==> config.mk <==
export PLATFORM = sky130hd
export DESIGN_NAME = sram_port_arbiter
export DESIGN_NICKNAME = d
export VERILOG_FILES = /design/src/rtl/sram_port_arbiter_pkg.sv /design/src/rtl/sram_port_arbiter_pick.sv /design/src/rtl/sram_port_arbiter.sv
export SDC_FILE = /design/constraint.sdc
export NUM_CORES = 1
export LEC_CHECK = 0
export ABC_CLOCK_PERIOD_IN_PS = 5700
export CORE_MARGIN = 1.5
export CORE_UTILIZATION = 39
export CTS_CLUSTER_SIZE = 40
export DETAILED_ROUTE_END_ITERATION = 6
export PLACE_DENSITY = 0.9
export SLEW_MARGIN = 25
export SYNTH_ARGS = -nofsm -noshare
export SYNTH_HDL_FRONTEND = slang
export SYNTH_SLANG_ARGS = --single-unit
==> constraint.sdc <==
create_clock -name clk -period 5.7 [get_ports clk]
set_input_delay 1.71 -clock clk [delete_from_list [all_inputs] [get_ports clk]]
set_output_delay 1.71 -clock clk [all_outputs]
set_load 0.02 [all_outputs]
==> src/rtl/sram_port_arbiter_pkg.sv <==
// Shared constants and types for the three-requester SRAM port arbiter.
package sram_port_arbiter_pkg;

  localparam int unsigned N_REQ      = 3;
  localparam int unsigned CNT_W      = 4;
  localparam int unsigned REQ_DITHER = 0;
  localparam int unsigned REQ_LOAD   = 1;
  localparam int unsigned REQ_RDBK   = 2;

  typedef enum logic [1:0] {
    ARB_IDLE  = 2'd0,
    ARB_WRITE = 2'd1,
    ARB_RD1   = 2'd2,
    ARB_RD2   = 2'd3
  } arb_state_t;

  // Arbitration decision: one-hot winner plus its access direction.
  typedef struct packed {
    logic [N_REQ-1:0] sel;
    logic             wr;
  } arb_pick_t;

endpackage

==> src/rtl/sram_port_arbiter_pick.sv <==
// One-hot winner selection: starved requesters first, then fixed index priority.
module arb_priority_pick
  import sram_port_arbiter_pkg::*;
(
  input  logic [N_REQ-1:0] req,
  input  logic [N_REQ-1:0] starved,
  output logic [N_REQ-1:0] win
);

  logic [N_REQ-1:0] cand;

  // Lowest set bit of the candidate set; index 0 (dither) has highest priority.
  always_comb begin
    cand = (|(req & starved)) ? (req & starved) : req;
    win  = cand & N_REQ'(~cand + N_REQ'(1));
  end

endmodule

==> src/rtl/sram_port_arbiter.sv <==
// Single-port SRAM arbiter for dither engine, MCU load and MCU readback paths.
module sram_port_arbiter
  import sram_port_arbiter_pkg::*;
#(
  parameter int unsigned ADDR_W     = 16,
  parameter int unsigned DATA_W     = 8,
  parameter int unsigned STARVE_MAX = 15
) (
  input  logic              clk,
  input  logic              rst,
  input  logic [N_REQ-1:0]  req,
  input  logic [N_REQ-1:0]  we,
  input  logic [ADDR_W-1:0] addr0,
  input  logic [ADDR_W-1:0] addr1,
  input  logic [ADDR_W-1:0] addr2,
  input  logic [DATA_W-1:0] wdata0,
  input  logic [DATA_W-1:0] wdata1,
  input  logic [DATA_W-1:0] wdata2,
  output logic [N_REQ-1:0]  gnt,
  output logic [N_REQ-1:0]  rvalid,
  output logic [DATA_W-1:0] rdata,
  output logic [ADDR_W-1:0] sram_addr,
  output logic [DATA_W-1:0] sram_wdata,
  output logic              sram_wren,
  output logic              sram_rden,
  input  logic [DATA_W-1:0] sram_q,
  output logic              busy
);

  localparam logic [CNT_W-1:0] STARVE_CNT = CNT_W'(STARVE_MAX);

  arb_state_t       state;
  arb_state_t       state_nxt;
  logic             armed;
  logic [CNT_W-1:0] cnt [N_REQ];
  logic [N_REQ-1:0] starved;
  logic [N_REQ-1:0] win;
  logic [N_REQ-1:0] owner;
  arb_pick_t        pick;
  logic             take;

  arb_priority_pick u_pick (
    .req     (req),
    .starved (starved),
    .win     (win)
  );

  assign pick = {win, |(win & we)};
  // armed stays low until the first edge after reset so no grant lands on that edge.
  assign take = armed && (state == ARB_IDLE) && (|win);

  always_comb begin
    starved = '0;
    for (int unsigned i = 0; i < N_REQ; i++) begin
      starved[i] = (cnt[i] == STARVE_CNT);
    end
  end

  always_ff @(posedge clk or negedge rst) begin
    if (!rst) begin
      state <= ARB_IDLE;
    end else begin
      state <= state_nxt;
    end
  end

  always_comb begin
    state_nxt = state;
    case (state)
      ARB_IDLE:  if (take) state_nxt = pick.wr ? ARB_WRITE : ARB_RD1;
      ARB_WRITE: state_nxt = ARB_IDLE;
      ARB_RD1:   state_nxt = ARB_RD2;
      ARB_RD2:   state_nxt = ARB_IDLE;
      default:   state_nxt = ARB_IDLE;
    endcase
  end

  // Grant and SRAM drive follow the winner in the grant cycle itself.
  always_comb begin
    gnt        = '0;
    sram_wren  = 1'b0;
    sram_rden  = 1'b0;
    sram_addr  = '0;
    sram_wdata = '0;
    busy       = (state != ARB_IDLE);
    if (take) begin
      gnt       = pick.sel;
      sram_wren = pick.wr;
      sram_rden = !pick.wr;
      if (pick.sel[REQ_DITHER]) begin
        sram_addr  = addr0;
        sram_wdata = pick.wr ? wdata0 : '0;
      end else if (pick.sel[REQ_LOAD]) begin
        sram_addr  = addr1;
        sram_wdata = pick.wr ? wdata1 : '0;
      end else if (pick.sel[REQ_RDBK]) begin
        sram_addr  = addr2;
        sram_wdata = pick.wr ? wdata2 : '0;
      end
    end
  end

  always_ff @(posedge clk or negedge rst) begin
    if (!rst) begin
      armed  <= 1'b0;
      owner  <= '0;
      rvalid <= '0;
      rdata  <= '0;
    end else begin
      armed  <= 1'b1;
      if (take) owner <= pick.sel;
      rvalid <= (state == ARB_RD2) ? owner : '0;
      if (state == ARB_RD2) rdata <= sram_q;
    end
  end

  // Per-requester wait counters saturate at the starvation limit.
  always_ff @(posedge clk or negedge rst) begin
    if (!rst) begin
      for (int unsigned i = 0; i < N_REQ; i++) cnt[i] <= '0;
    end else begin
      for (int unsigned i = 0; i < N_REQ; i++) begin
        if (!req[i] || gnt[i]) begin
          cnt[i] <= '0;
        end else if (cnt[i] != STARVE_CNT) begin
          cnt[i] <= cnt[i] + CNT_W'(1);
        end
      end
    end
  end

endmodule

=== After elaboration in Yosys (flattened, before gate mapping) ===
Cells that the tools add are included.
Widths: inputs -> output; s select.

* Register bits after elaboration: 29
* Input port bits: 88
* Output and inout bits: 41

* $add $sub $neg: 4
* Equal/unequal tests: 10
* Multiplexer cells: 25
* Bitwise operators: 4
* Reductions and logical operators: 18

{| class="wikitable"
|+ Operator list
! operator !! count
|-
| $mux 16 || 4
|-
| $mux 8 || 7
|-
| $mux 4 || 6
|-
| $add 4x1->4 const B || 3
|-
| $eq 4x4->1 const B || 3
|-
| $ne 4x4->1 const B || 3
|-
| $and 3x3->3 || 3
|-
| $mux 3 || 3
|-
| $reduce_or 3->1 || 3
|-
| $reduce_bool 2->1 || 4
|-
| $pmux 2 s3 || 1
|-
| $eq 2x2->1 const B || 2
|-
| $logic_not 1->1 || 4
|-
| $mux 2 || 2
|-
| $add 3x1->3 const B || 1
|-
| $logic_or 1x1->1 || 3
|-
| $not 3->3 || 1
|-
| $eq 2x1->1 const B || 1
|-
| $logic_and 1x1->1 || 2
|-
| $logic_not 2->1 || 1
|-
| $mux 1 || 2
|-
| $ne 2x2->1 const B || 1
|-
| $reduce_or 2->1 || 1
|}

=== Depth between registers and ports, before layout ===
* Depth after elaboration: 14
* Gate-level depth with buffers: 9

=== By module ===
A second synthesis with hierarchy kept.

* Cell total of the unflattened synthesis: 211
* Area total of the unflattened synthesis: 1829.3 µm²

{| class="wikitable"
|+ By module, submodules not included
! module !! times used !! cells each !! area an instance (µm²) !! seq. area each (µm²)
|-
| sram_port_arbiter || 1 || 202 || 1762.9 || 725.7
|-
| arb_priority_pick || 1 || 9 || 66.3 || 0.0
|}

=== Least setup slack after synthesis ===
OpenSTA, ideal clock, no wires.

* Kind: input to output
* Start: input port req[1]
* End: output port sram_wdata[4]
* Data arrival time: 3170 ps
* Slack: 820 ps
* Cell stages on the path: 7
* Buffers on the path: 2
* Cells stage by stage: clkbuf_2 -> nand4_1 -> a31o_2 -> buf_2 -> nand2_1 -> o221ai_1 -> nor3b_1

* Longest elaborated chain between the ends: 13

{| class="wikitable"
|+ RTL lines
! item !! line !! text
|-
| from (decl) || sram_port_arbiter.sv:11 || <nowiki>input logic [N_REQ-1:0] req,</nowiki>
|-
| $and 3x3->3 || sram_port_arbiter_pick.sv:14 || <nowiki>cand = (|(req & starved)) ? (req & starved) : req;</nowiki>
|-
| $reduce_or 3->1 || sram_port_arbiter_pick.sv:14 ||
|-
| $mux 3 (*) || sram_port_arbiter_pick.sv:14 ||
|-
| $not 3->3 || sram_port_arbiter_pick.sv:15 || <nowiki>win = cand & N_REQ'(~cand + N_REQ'(1));</nowiki>
|-
| $add 3x1->3 || sram_port_arbiter_pick.sv:15 ||
|-
| $and 3x3->3 (*) || sram_port_arbiter_pick.sv:15 ||
|-
| $and 3x3->3 || sram_port_arbiter.sv:48 || <nowiki>assign pick = {win, |(win & we)};</nowiki>
|-
| $reduce_or 3->1 || sram_port_arbiter.sv:48 ||
|-
| $mux 8 || sram_port_arbiter.sv:98 || <nowiki>sram_wdata = pick.wr ? wdata2 : '0;</nowiki>
|-
| $mux 8 || sram_port_arbiter.sv:96 || <nowiki>end else if (pick.sel[REQ_RDBK]) begin</nowiki>
|-
| $mux 8 || sram_port_arbiter.sv:93 || <nowiki>end else if (pick.sel[REQ_LOAD]) begin</nowiki>
|-
| $mux 8 || sram_port_arbiter.sv:90 || <nowiki>if (pick.sel[REQ_DITHER]) begin</nowiki>
|-
| $mux 8 (*) || sram_port_arbiter.sv:86 || <nowiki>if (take) begin</nowiki>
|-
| to (decl) || sram_port_arbiter.sv:23 || <nowiki>output logic [DATA_W-1:0] sram_wdata,</nowiki>
|}

Mark *: on every way between the ends. The rest lies on a longest branch, timed or not.

=== Final worst setup path ===
* Start: input port req[2]
* End: output port sram_wdata[5]

Same word-level chain as after synthesis.

==> summary.txt <==
Run status
  • Outcome: completed

Global routing
  • Largest net degree at the start of global routing: 30
  • Grt ovf: 0
  • Vias in the first global route: 2082
  • GRT Util Overall: 24.9%
  • Initial antenna violation count: 0
  • First-pass GRT wire length: 10.1 mm

Worst setup path
  • Startpoint type of the worst setup path: primary input
  • Crit path DAT: about 4 ns
  • CP max FO: 7
  • Slowest stage delay, CP: approximately 0.55 ns
  • Crit path cell chain: clkdlybuf4s50_1 > nand4_2 > a31o_2 > a22o_4 > o21bai_4 > nor3_1 > clkdlybuf4s50_1
  • Critical path class: primary input to output port
  • Most frequent CP cell: clkdlybuf4s50_1
  • CP required: 3.99 ns
  • CP delay by family, top: buffers and inverters
  • Worst path bufs/invs: 2
  • WP depth: 7
  • Slowest CP cell: clkdlybuf4s50_1
  • R2R Setup Slk: about 3.5 ns
  • CP endpoint kind: output port
  • Reg2reg path depth: 6

Finish
  • Diodes inserted: 0
  • Most common cell after layout, fill and taps aside: clkdlybuf4s50_1
  • Fillers: 330
  • Final Net Count: 430
  • Share of cells above drive strength 1: 15.0%
  • Most frequent cells in the layout: clkdlybuf4s50_1 (120), nor2_1 (32), dfrtp_1 (29)
  • Area growth from synthesis to layout: 82.2%

STA
  • Final setup margin: between 0.03 and 0.04 ns
  • Final Slew Violations: 0
  • TNS Setup: 0 ns
  • Final setup violation count: 0
  • Min Clock Period, post-route: 5.66 ns
  • Slew HR: ~67%
  • RSZ-0062 raised after global routing: true
  • Fin Clk Skew: approximately 0.0046 ns
  • Worst Tran Pin Value: just under 0.5 ns
  • Max Fclk: around 180 MHz
  • Period Utilization, post-route: a little under 100%
  • Hold_ws: approximately 0.48 ns
  • Final Hold Fails: 0

Synthesis
  • Mapped Nets: ~290
  • Seq/Total Area, Yosys: a little under two fifths
  • Multiplexer share of the synthesized area: just under 6%
  • Largest family of logic cells by synthesized area: compound AO/OA/AOI/OAI gates
  • Yosys reg bits: 29
  • Mapped cell area: 1900 sq um
  • Unique masters post-synth: 54
  • Post-synthesis xor/xnor area fraction: 1.39%
  • Number of synthesized flops with an enable pin: 0
  • Syn_area_per_cell: 9.72 sq um
  • Synthesis Warnings: 0
  • Simple-Gate Fraction of Synth Area: 21.8%
  • Post-synthesis compound-gate area fraction: a little over a quarter
  • Mapped Cells: 195
  • Asr flop ratio synth: 100%
  • Most used flip-flop cell after synthesis: dfrtp_1
  • Adder-cell area share of the yosys netlist: slightly below 2%

Clock network
  • Clock Tree Root: clkbuf_8
  • Clock transition at path regs: 0.06 ns
  • Max H-tree Level: 2
  • Hold buffer count at cts: 0
  • CTS max path bufs: 2
  • CTS Buf Count: 5
  • TritonCTS clock tree: yes
  • Clock latency on the worst-skew pair: 0.28 ns
  • Sink Count: 29

Job
  • Max cap viols: 0

Route
  • Final wirelength: around 6.9 mm
  • Routed Antenna Nets: 0
  • Met1 wire length: around 2.8 mm
  • WL/cell: 17.5 um
  • Top Metal Used: met4
  • Total number of vias: between 2000 and 2500
  • Met2 WL post-DR: 3.63 mm
  • Met3 WL: around 380 um
  • Drt pass-1 iters: 6
  • Vias per Instance: between 5 and 6
  • 1st-iter DRT viols: about 220
  • Remaining routing DRC violations: 0

Floorplan
  • Die ar.: about 5300 sq um
  • Die width: approximately 73 um
  • Core Area: 4690 sq um
  • # rows: 25
  • Starting Density: approximately 40%
  • Chip Height: slightly above 70 um
  • Num ports: 129

Place
  • Port Buffer Count: between 100 and 150
  • HPWL after detailed placement: 5.27 mm
  • Setup Slack @ Placement: approximately 0.025 ns
  • Final GP Congestion: about 0.85

Pwr
  • Worst vdd rail ir drop: approximately 0.25 mV
  • Tot Pwr: between 0.9 and 1 mW
  • Leakage Power: around 1.6 nW
  • PD cells: between 200 and 300 nW/um^2

Hold path
  • Min-delay worst type: register to register
  • Hold path cells: 1
layout make-up:
type                    count  area [sq um]  area share [%]
multi-input cells         153          1110            32.1
clock inverters             2          10.0           0.290
clock buffers               6          72.6            2.10
repair buffers            147          1460            42.2
flip-flops and latches     29           726            21.0
inverters                   3          11.3           0.326
well taps                  54          67.6            1.96
logic make-up after synthesis:
kind of cell | after synthesis
adder cells (fa/ha/maj) | 3
buffers and inverters | 13
AND/OR/NAND/NOR | 78
AO/OA/AOI/OAI | 58
other | 1
multiplexers | 10
XOR/XNOR | 3
flip-flops | 29
power breakdown:
group | internal [mW] | total (mW) | switching [mW]
sequential | 0.262 | 0.300 | 0.0387
clock | 0.0843 | 0.163 | 0.0786
combinational | 0.245 | 0.460 | 0.214
total | 0.591 | 0.923 | 0.331
final timing paths:
path	start	end
worst max-delay path	req[2]	sram_wdata[5]
worst min-delay path	owner[2]	owner[2]
worst max register to register	cnt[4]	cnt[7]
worst min register to register	owner[2]	owner[2]
max in group asynchronous	rst	cnt[7]
min in group asynchronous	rst	rdata[5]
synthesized netlist by cell type, drive strengths merged, types with 4 or more instances:
master / number / area share (%)
mux2: 8 / 4.8
a21oi: 7 / 1.8
nand2: 11 / 2.2
nor3: 10 / 2.9
nor3b: 5 / 2.2
o221ai: 4 / 1.8
buf: 7 / 3.0
a31oi: 4 / 1.7
nand3: 4 / 1.7
o22ai: 6 / 2.0
o21ai: 4 / 1.1
a222oi: 16 / 8.4
and3: 4 / 1.3
nor2: 33 / 6.7
dfrtp: 29 / 38
registers in the layout (all words and copies together) (netlist names):
| signal | cells |
|---|---|
| rdata | 8 |
| rvalid | 3 |
| armed | 1 |
| cnt | 12 |
| state | 2 |
| owner | 3 |
stage by stage:
| step | std cells | utilization, % | cell area, sq um |
|---|---|---|---|
| floorplan | 195 | - | 1900 |
| finish | 394 | 73.6 | 3450 |
| CTS | 394 | 73.0 | 3430 |
| global route | 394 | 73.6 | 3450 |
| detailed placement | 386 | 71.3 | 3340 |
| global placement | 386 | 71.3 | 3340 |
per-layer routing:
metal | vias to the layer above | global-route usage [%]
met5 | - | 0
met4 | 0 | 7.97
met3 | 10 | 6.08
met2 | 82 | 41.7
met1 | 1074 | 31.5
li1 | 1057 | -
worst reg2reg max path, stage by stage, from the launching register on:
cell      delay [ns]
dfrtp_1         0.40
ha_1            0.27
and3_1          0.40
o211ai_2        0.29
buf_4           0.23
o21ai_0         0.39
nor3_1          0.12
repair_timing:
action	4_1_cts	5_1_grt
gates resized for setup	0	9
hold endpoints to repair	0	0
endpoints found under the setup margin	0	16
buffers inserted	0	0
(Power assumes the default switching activity.)
==> RTL edit 1 (same flow settings) <==
Encoding of `arb_state_t`: now one-hot (4 bits for 4 states).
--- a/src/rtl/sram_port_arbiter_pkg.sv
+++ b/src/rtl/sram_port_arbiter_pkg.sv
@@ -8,9 +8,9 @@
   localparam int unsigned REQ_RDBK   = 2;
 
-  typedef enum logic [1:0] {
-    ARB_IDLE  = 2'd0,
-    ARB_WRITE = 2'd1,
-    ARB_RD1   = 2'd2,
-    ARB_RD2   = 2'd3
+  typedef enum logic [3:0] {
+    ARB_IDLE  = 4'b0001,
+    ARB_WRITE = 4'b0010,
+    ARB_RD1   = 4'b0100,
+    ARB_RD2   = 4'b1000
   } arb_state_t;
 
Check against the original RTL: same outputs for any inputs over 10 cycles, from zero or initial values and one cycle with rst low; not proved beyond that.
==> RTL edit 1 against the original RTL <==
Clock power is 39% higher; non-clock buffer count up 7; sequential cell count grew 2; wire length increased by 5.8%; design area rose by 7.6%; power shrank 3.7%; setup slack better by 0.019 ns; synthesized area is 8.4% higher.
==> RTL edit 1: results <==
[global_route]
grt_pass1_wl_mm = 10.5
track_usage_pct = 24.4
grt_util_met3_pct = 6.35
grt_max_degree = 32
use_met1_pct = 30.7

[yosys]
yosysUniqueCellTypes = 48
synthCells = 214
synthAdderAreaFrac_pct = 1.83
synth_xor_area_share_pct = 1.28

[routing]
wirelength_mm = 7.29
drtPass1Iterations = 4
viasPerCell = 5.48
met1Wirelength_mm = 2.93

[placement]
globalplace.congestion = 0.877
dp_cells = 420
place_ws_ns = -0.146

[layout]
fin_cells = 430
drive_gt1_share_pct = 16.9

[power]
ir_worst_vdd_mv = 0.177

[sta]
relSlewSlack_pct = 55.1
fin_skew_ns = 0.00825
whs_ns = 0.467

[run_status]
status = "complete, no violations"

[setup_path]
r2r_slack_ns = 3.43
path_max_fanout = 16
r2r-end = "cnt[9]"
==> RTL edit 1: worst register-to-register path: stages, from the launching register on <==
cell and delay (ns):
dfrtp_1 0.41, ha_1 0.30, and4_1 0.29, o31a_1 0.38
buf_4 0.17, o21ai_0 0.40, o21ai_0 0.18
==> RTL edit 1: how the worst max path moves through the flow <==
stage / from / end / slack [ns] / depth (start not counted)
after global routing: req[2] / sram_addr[14] / 0.004 / 8
final: req[2] / sram_addr[9] / 0.06 / 8
after global placement: req[0] / sram_wdata[1] / -0.06 / 7
after floorplan: req[2] / sram_wdata[0] / 0.76 / 7
after CTS: req[2] / sram_addr[10] / 0.02 / 8
after detailed placement: req[1] / sram_wdata[4] / -0.15 / 7
==> RTL edit 1: cell type report <==
class,instances,area (um^2)
sequential,31,777
multi-input combinational,163,1200
timing repair buffer,154,1520
fill,361,1390
tap,70,87.6
inverter,4,15.0
clock buffer,6,82.6
clock inverter,2,35.0
==> RTL edit 1: per-stage QoR <==
stage | setup TNS (ns) | util, %
2_1_floorplan | 0 | -
5_1_grt | 0 | 72.7
3_5_place_dp | -0.899 | 69.5
6_report | 0 | 72.7
4_1_cts | 0 | 71.9
3_3_place_gp | -0.360 | 69.5
==> RTL edit 1: report_power, final <==
part | total (mW) | internal (mW) | switching, mW
Clock | 0.227 | 0.141 | 0.0852
Combinational | 0.367 | 0.199 | 0.168
Sequential | 0.295 | 0.265 | 0.0292
Total | 0.888 | 0.605 | 0.283
==> RTL edit 1: repair_timing <==
action	4_1_cts	5_1_grt
setup endpoints to repair	11	20
buffers inserted	2	0
resized for setup	10	18
hold endpoints to repair	0	0
pin swaps	2	0
==> RTL edit 2 (same flow settings) <==
Without the edit above. `N_REQ`: 3 -> 5.
--- a/src/rtl/sram_port_arbiter_pkg.sv
+++ b/src/rtl/sram_port_arbiter_pkg.sv
@@ -2,5 +2,5 @@
 package sram_port_arbiter_pkg;
 
-  localparam int unsigned N_REQ      = 3;
+  localparam int unsigned N_REQ      = 5;
   localparam int unsigned CNT_W      = 4;
   localparam int unsigned REQ_DITHER = 0;
Ports: changed (resized gnt, req, rvalid and we); port bits go from 129 to 137. No check against the original RTL was run, so the function may have changed too.
==> RTL edit 2 against the original RTL <==
Power grew 27%; first-iteration DRC count grew 9.2%; count of clock-buffer cells in the layout is the same; synthesized area grew 32%; setup slack gained 0.21 ns; wire length grew 36%; sequential share of layout area grew 2.4 points; sequential cell count grew 12; design area grew 27%; combinational power grew 23%; highest routed layer unchanged.
==> RTL edit 2: results <==
[placement]
place_ws_ns = -0.370
port_buffers = 136
dpl.hpwl_mm = 6.38
place_area_mm2 = 0.00415
dp_cells = 512

[clocking]
post_cts_buffers = 3
clock_latency_ns = 0.30
clk_pin_slew_ns = 0.08
cts-resized-gates = 46

[global_route]
grt_util_met3_pct = 5.57
track_usage_pct = 24.7
use_met2_pct = 41.4
use_met1_pct = 30.7
grt_pass1_vias = 2880
grt_pass1_wl_mm = 13.9
grt_max_degree = 42

[run_status]
status = "complete, no violations"

[sta]
fin_skew_ns = 0.00171
worstMarginPinSlew_ns = 0.592
fin_crit_ns = 5.45
whs_ns = 0.474

[layout]
inverters = 7
multi_input_cells = 222
largestRegisters = "cnt x20, rdata x8"
drive_gt1_share_pct = 22.5
clock_area_share_pct = 2.20
n_fill_cell = 479
seq_area_share_pct = 23.4
buffer_area_share_pct = 37.9
nNetsFinal = 554

[yosys]
syn_nets = 382
synth.area.top_cells = "dfrtp_1 41%, a221oi_1 8.4%, nor2_1 7.3%, nor3_1 4.8%, nand2_1 3.9%"
synth_common_cells = "49 x nor2_1, 41 x dfrtp_1, 26 x nand2_1, 24 x a221oi_1, 24 x nor3_1"
avgSynthCellArea_um2 = 8.78
ys_ff_latch = 41
yosysUniqueCellTypes = 40

[setup_path]
crit_end = "gnt[3]"
cp-startpoint = "req[3]"
r2r-end = "cnt[2]"
crit_top_cell = "nand4_1"
crit_arrival_ns = 3.74
path_max_fanout = 4

[power]
pwr_density_cell_mw_per_mm2 = 268
p_leak_nw = 2.03

[routing]
met2WireLength_mm = 4.76
drtPass1Iterations = 4
wl_per_cell_um = 17.5
met1Wirelength_mm = 3.74
drt-initial-drc-count = 237

[worst_hold_path]
hold-path-endpoint = "owner[1]"
whs_path_depth = 2
==> RTL edit 2: power breakdown <==
part	total, mW	switching, mW	leakage [nW]	internal [mW]
clock network	0.206	0.108	0.0512	0.0982
registers	0.403	0.0485	0.533	0.354
logic	0.565	0.275	1.45	0.289
total	1.17	0.432	2.03	0.742
==> RTL edit 2: cells by family (layout without fill, tap and decap cells) <==
kind of cell    after synthesis  count (layout)  share of synthesized area [%]
buf+inv                      23             195                           3.90
mux                          13              13                           5.60
compound gates               52              53                           17.5
other cells                   1               1                          0.150
fa+ha+maj                     5               5                           2.50
flops                        41              41                           41.0
simple gates                145             145                           27.6
xor+xnor                      5               5                           1.75
==> RTL edit 2: critical path: cells and delay by family <==
kind | cells | cell delay, ns
buffers and inverters | 4 | 1.00
AND/OR/NAND/NOR | 3 | 0.75
AO/OA/AOI/OAI | 1 | 0.29
